## src/rtl/dmem_responder.sv

```systemverilog
// dmem_responder: load/store bus transaction engine with lane steering, extension, misalign and timeout
module dmem_responder #(
  parameter int ADDR_W         = 32,
  parameter int DATA_W         = 32,
  parameter int TIMEOUT_CYCLES = 64
) (
  input  logic              clk,
  input  logic              rst,
  input  logic              memrd_i,
  input  logic              memw_i,
  input  logic [2:0]        funct3_i,
  input  logic [ADDR_W-1:0] addr_i,
  input  logic [DATA_W-1:0] wdata_i,
  output logic              stall_o,
  output logic              done_o,
  output logic [DATA_W-1:0] rdata_o,
  output logic              misalign_o,
  output logic              err_o,
  output logic              bus_req_o,
  output logic              bus_we_o,
  output logic [ADDR_W-1:0] bus_addr_o,
  output logic [3:0]        bus_be_o,
  output logic [DATA_W-1:0] bus_wdata_o,
  input  logic              bus_gnt_i,
  input  logic              bus_rvalid_i,
  input  logic [DATA_W-1:0] bus_rdata_i
);
  typedef enum logic [1:0] {IDLE, REQ, WAIT_R, DONE} state_t;
  localparam int CW = TIMEOUT_CYCLES > 2 ? $clog2(TIMEOUT_CYCLES) : 1;
  localparam logic [CW-1:0] CNT_LAST = CW'(TIMEOUT_CYCLES > 0 ? TIMEOUT_CYCLES - 1 : 0);
  state_t state_q, state_d;
  logic [ADDR_W-1:0] addr_q, addr_d;
  logic [2:0] f3_q, f3_d;
  logic [DATA_W-1:0] wdata_q, wdata_d, rdata_q, rdata_d;
  logic we_q, we_d, mis_q, mis_d, err_q, err_d;
  logic [CW-1:0] cnt_q, cnt_d;
  logic req, aligned, timeout, is_req;
  logic [7:0] byte_v;
  logic [15:0] half_v;
  logic [DATA_W-1:0] load_v, steer_v;
  logic [3:0] be_v;
  assign req = memrd_i | memw_i;
  assign aligned = funct3_i[1:0] == 2'b00 || (funct3_i[1:0] == 2'b01 && !addr_i[0])
                   || (funct3_i[1:0] == 2'b10 && addr_i[1:0] == 2'b00);
  assign timeout = TIMEOUT_CYCLES != 0 && cnt_q == CNT_LAST;
  assign is_req = state_q == REQ;
  assign byte_v = bus_rdata_i[{addr_q[1:0], 3'b000} +: 8];
  assign half_v = addr_q[1] ? bus_rdata_i[31:16] : bus_rdata_i[15:0];
  assign load_v = f3_q[1:0] == 2'b00 ? {{24{byte_v[7] & ~f3_q[2]}}, byte_v}
                : f3_q[1:0] == 2'b01 ? {{16{half_v[15] & ~f3_q[2]}}, half_v}
                : bus_rdata_i;
  assign be_v = f3_q[1:0] == 2'b00 ? 4'b0001 << addr_q[1:0]
              : f3_q[1:0] == 2'b01 ? (addr_q[1] ? 4'b1100 : 4'b0011)
              : 4'b1111;
  assign steer_v = f3_q[1:0] == 2'b00 ? {4{wdata_q[7:0]}}
                 : f3_q[1:0] == 2'b01 ? {2{wdata_q[15:0]}}
                 : wdata_q;
  assign stall_o = (state_q == IDLE && req) || is_req || state_q == WAIT_R;
  assign done_o = state_q == DONE;
  assign misalign_o = done_o & mis_q;
  assign err_o = done_o & err_q;
  assign rdata_o = rdata_q;
  assign bus_req_o = is_req;
  assign bus_we_o = is_req & we_q;
  assign bus_addr_o = is_req ? {addr_q[ADDR_W-1:2], 2'b00} : '0;
  assign bus_be_o = is_req ? be_v : 4'b0000;
  assign bus_wdata_o = is_req && we_q ? steer_v : '0;
  always_comb begin
    state_d = state_q;
    addr_d = addr_q;
    f3_d = f3_q;
    wdata_d = wdata_q;
    we_d = we_q;
    mis_d = mis_q;
    err_d = err_q;
    cnt_d = cnt_q;
    rdata_d = rdata_q;
    case (state_q)
      IDLE: if (req) begin
        addr_d = addr_i;
        f3_d = funct3_i;
        wdata_d = wdata_i;
        we_d = memw_i;
        mis_d = ~aligned;
        err_d = 1'b0;
        cnt_d = '0;
        state_d = aligned ? REQ : DONE;
      end
      REQ: begin
        cnt_d = cnt_q + 1'b1;
        if (bus_gnt_i) state_d = we_q ? DONE : WAIT_R;
        else if (timeout) begin
          state_d = DONE;
          err_d = 1'b1;
          rdata_d = we_q ? rdata_q : '0;
        end
      end
      WAIT_R: begin
        cnt_d = cnt_q + 1'b1;
        if (bus_rvalid_i) begin
          rdata_d = load_v;
          state_d = DONE;
        end else if (timeout) begin
          state_d = DONE;
          err_d = 1'b1;
          rdata_d = '0;
        end
      end
      default: state_d = IDLE;
    endcase
  end
  always_ff @(posedge clk or posedge rst) begin
    if (rst) begin
      state_q <= IDLE;
      addr_q <= '0;
      f3_q <= '0;
      wdata_q <= '0;
      we_q <= 1'b0;
      mis_q <= 1'b0;
      err_q <= 1'b0;
      cnt_q <= '0;
      rdata_q <= '0;
    end else begin
      state_q <= state_d;
      addr_q <= addr_d;
      f3_q <= f3_d;
      wdata_q <= wdata_d;
      we_q <= we_d;
      mis_q <= mis_d;
      err_q <= err_d;
      cnt_q <= cnt_d;
      rdata_q <= rdata_d;
    end
  end
endmodule

```

## config.mk

```make
export PLATFORM = sky130hd
export DESIGN_NAME = dmem_responder
export DESIGN_NICKNAME = d
export VERILOG_FILES = /design/src/rtl/dmem_responder.sv
export SDC_FILE = /design/constraint.sdc
export NUM_CORES = 1
export LEC_CHECK = 0
export CORE_MARGIN = 3
export CORE_UTILIZATION = 46
export CTS_CLUSTER_SIZE = 28
export DETAILED_ROUTE_END_ITERATION = 16
export PLACE_DENSITY_LB_ADDON = 0.25
export SETUP_SLACK_MARGIN = 0.1
export SYNTH_ARGS = -nofsm -noshare
export SYNTH_HDL_FRONTEND = slang
export SYNTH_SLANG_ARGS = --single-unit
```

## constraint.sdc

```tcl
create_clock -name clk -period 4 [get_ports clk]
set_clock_uncertainty 0.2 [all_clocks]
set_input_delay 0.4 -clock clk [delete_from_list [all_inputs] [get_ports clk]]
set_output_delay 0.4 -clock clk [all_outputs]
set_load 0.05 [all_outputs]
```

==> parameters.txt <==
Parameter                              Value

Outcome
  Outcome ... completed

Timing
  Final critical delay including setup and external delays ... roughly 3.6 ns
  Post-route fraction of the period consumed by the critical path ... approximately nine tenths
  Achievable clock frequency ... about 280 MHz
  Number of pins with negative max-slew slack in the final report ... 0
  Number of setup violations in the final report ... 0
  Total negative slack for setup checks ... 0 ns
  RSZ-0062 raised after global routing ... false
  Worst rel slew slack ... 17.3%
  Slew at the pin closest to its max-slew limit ... 1.24 ns
  Hold Fails Final Rpt ... 0

Die
  Die X-Extent ... about 120 microns
  Full die area ... 14,600 sq um
  Standard-cell rows ... 41
  Count of pins on the block boundary ... 211
  Initial Utilization ... 47.6%
  Die span in y ... 121 microns
  Core area ... ~13,000 sq um

Power
  Power density cells ... 901 nW/um^2
  Total leakage power ... 3.73 nW
  Worst vdd rail ir drop ... 0.520 mV

Placement
  Cell count after placement ... 930
  RePlAce Congestion ... 0.896
  Total half-perimeter wirelength after legalization and detailed placement ... 13,300 microns
  # port buffers ... 208

Yosys
  Synth Flop Type ... sky130_fd_sc_hd__dfrtp_1
  Number of distinct standard cells referenced by the synthesized netlist ... 52
  Sequential area share after synthesis ... 45.3%
  Count of flip-flops with a built-in enable after synthesis ... 0
  Yosys warns ... 0
  Mean Syn Cell Area ... 10.3 sq um
  Number of synthesized register bits ... 110
  Netlist area before placement ... 6080 sq um
  Post-Syn Instances ... 589
  Proportion of synthesized flip-flops having asynchronous set or reset ... 100%

Drt
  Vias after detailed routing ... 5,408
  Final ANT Viol Nets ... 0
  Violation count after the first detailed-routing iteration ... 687
  Pre-Repair DR Iteration Count ... 5
  Total Routed Length ... 18,600 microns
  DRC ... 0
  Per-cell via count in the routed design ... between 5 and 6
  Routed length per placed instance ... 19.7 microns

Critical path
  R2r endpoint ... rdata_o[31]
  CP top delay family ... simple AND/OR/NAND/NOR gates
  Worst Reg2Reg Path Length in Cells ... 6
  Critical path peak fanout ... 25
  Signal arrival time at the worst endpoint ... around 3.0 ns
  Buffer and inverter count on the worst path ... 2
  Critical-path cell list ... inv_1, ha_1, nand2_1, a21oi_1, buf_12
  Setup crit start kind ... flop
  Reg2Reg Setup Slack ... 0.88 ns
  Critical path destination ... bus_wdata_o[10]
  Max incr delay on CP ... roughly 0.72 ns
  Reg-to-reg startpoint ... state_q[1]
  Slowest library cell on the worst path ... sky130_fd_sc_hd__nand2_1
  Kind of critical path ... flop to primary output
  Worst setup EP type ... primary output
  Required time worst endpoint ... 3.40 ns
  Worst Setup SP ... state_q[1]
  Number of logic stages on the critical path including buffering ... 5

Clock tree
  Number of buffers created by CTS ... 9
  Clock network latency to the later pin of the worst-skew pair ... 0.35 ns
  Clk slew on worst S/H paths ... 0.07 ns
  Buffers inserted during post-CTS setup optimization ... 0
  CTS Hold Bufs ... 0
  Clock Sinks ... 110
  Clock tree from TritonCTS ... done
  Root Buffer Master ... sky130_fd_sc_hd__clkbuf_16
  CTS resizes ... 0
  Htree depth ... 3
  Number of buffers between clock root and the deepest sink ... 2

Layout
  Share of post-route cells with drive strength above 1 ... 18.9%
  Area taken by flip-flops and latches ... around 2800 sq um
  FILL cells ... 904
  Area used by multi-input combinational logic ... between 3000 and 4000 sq um
  Post-route insts no fill ... 946
  Ant. Diodes ... 0
  Area growth syn-to-layout ... 44.8%
  Final net count ... a little under 900

Worst hold path
  Worst hold path type ... flop to flop

Global route
  Number of antenna violations at the first check in global routing ... 0
  Number of global-route vias before repair ... 5,378
  Total global-route track usage ... between 20% and 30%
  Global-route wire length before repair ... 28,900 microns
  Pin count of the biggest net entering global routing ... 70
  Overall overflow remaining after global route ... 0

Run
  Number of maximum-capacitance constraint violations ... 0
==> stage by stage <==
step | setup WS [ns] | hold WS [ns] | area [sq um] | power (mW) | utilization, %
3_3_place_gp | 0.911 | 0.282 | 8500 | 6.89 | 66.6
6_report | 0.424 | 0.300 | 8810 | 7.93 | 68.9
4_1_cts | 0.441 | 0.307 | 8810 | 7.95 | 68.9
2_1_floorplan | 0.498 | 0.252 | 6080 | 5.38 | -
3_5_place_dp | 0.821 | 0.286 | 8500 | 6.98 | 66.6
5_1_grt | 0.215 | 0.321 | 8810 | 8.35 | 68.9
==> state kept, by name (all words and copies together) (netlist names), 2 cells and up <==
name,count
addr_q,32
cnt_q,6
f3_q,3
rdata_o,32
state_q,2
wdata_q,32
==> kinds of logic after synthesis <==
family          after synthesis  share of synthesized area, %
simple gates                147                          12.6
flops                       110                          45.3
compound gates              155                          17.7
mux                         102                          18.2
other cells                   1                        0.0617
fa+ha+maj                     5                          1.03
buf+inv                      69                          5.08
==> how the worst min path moves through the flow <==
stage                     from         end  slack [ns]  cells after the start
global route        addr_q[14]  addr_q[14]        0.32                      1
detailed placement  addr_q[28]  addr_q[28]        0.29                      1
global placement    addr_q[18]  addr_q[18]        0.28                      1
floorplan                err_q       err_q        0.25                      1
finish                   err_q       err_q        0.30                      1
CTS                  addr_q[5]   addr_q[5]        0.31                      1
==> final cells by class <==
| class | instances | area share [%] |
|---|---|---|
| Sequential cell | 110 | 31.3 |
| Tap cell | 172 | 2.44 |
| Clock buffer | 13 | 2.95 |
| Timing Repair Buffer | 220 | 27.6 |
| Multi-Input combinational cell | 411 | 34.5 |
| Clock inverter | 3 | 0.483 |
| Inverter | 17 | 0.753 |
==> where the power goes <==
| group | internal [mW] | total, mW | switching [mW] |
|---|---|---|---|
| Combinational | 1.93 | 4.83 | 2.91 |
| Sequential | 1.65 | 2.17 | 0.521 |
| Clock | 0.520 | 0.929 | 0.409 |
==> layer usage <==
metal / track usage, % / wire, microns
met4: 10.6 / 590
met5: 0 / 0
met3: 6.20 / 1530
met1: 31.7 / 7450
met2: 41.8 / 9040
==> cells in the mapped netlist, drive strengths merged (2+ instances only) <==
library cell	instances	share of area, %
o21ai	54	4.4
o2bb2ai	2	0.29
a21oi	30	2.5
buf	14	1.7
or4	7	0.86
o21a	2	0.25
or2	3	0.31
nor3b	2	0.41
mux2i	34	5.6
a22o	10	1.4
nand2b	2	0.21
o22a	2	0.29
a2bb2oi	2	0.39
dfrtp	110	45
o31ai	25	4.6
and2	35	3.6
inv	17	1.0
o41ai	5	0.72
nand2	36	2.2
clkbuf	38	2.3
nor2b	10	1.0
nor3	2	0.16
nor2	34	2.1
ha	5	1.0
o211ai	5	0.62
mux2	68	13
o22ai	9	0.93
and3	8	0.82
nand3	4	0.33
==> layout by cell type (no fill, tap or decap), types with 7 or more instances in the layout <==
| cell | count |
|---|---|
| sky130_fd_sc_hd__nor2b_1 | 10 |
| sky130_fd_sc_hd__dfrtp_1 | 109 |
| sky130_fd_sc_hd__or4_1 | 7 |
| sky130_fd_sc_hd__o22ai_1 | 9 |
| sky130_fd_sc_hd__nor2_1 | 34 |
| sky130_fd_sc_hd__inv_1 | 16 |
| sky130_fd_sc_hd__o31ai_2 | 18 |
| sky130_fd_sc_hd__o21ai_0 | 49 |
| sky130_fd_sc_hd__mux2i_1 | 34 |
| sky130_fd_sc_hd__a21oi_1 | 30 |
| sky130_fd_sc_hd__clkbuf_16 | 9 |
| sky130_fd_sc_hd__buf_12 | 26 |
| sky130_fd_sc_hd__clkdlybuf4s50_1 | 183 |
| sky130_fd_sc_hd__nand2_1 | 36 |
| sky130_fd_sc_hd__and2_1 | 35 |
| sky130_fd_sc_hd__buf_4 | 11 |
| sky130_fd_sc_hd__mux2_2 | 68 |
| sky130_fd_sc_hd__and3_1 | 8 |
| sky130_fd_sc_hd__a22o_1 | 10 |
| sky130_fd_sc_hd__o31ai_1 | 7 |
Note: power is estimated with default switching activity, not from simulation.
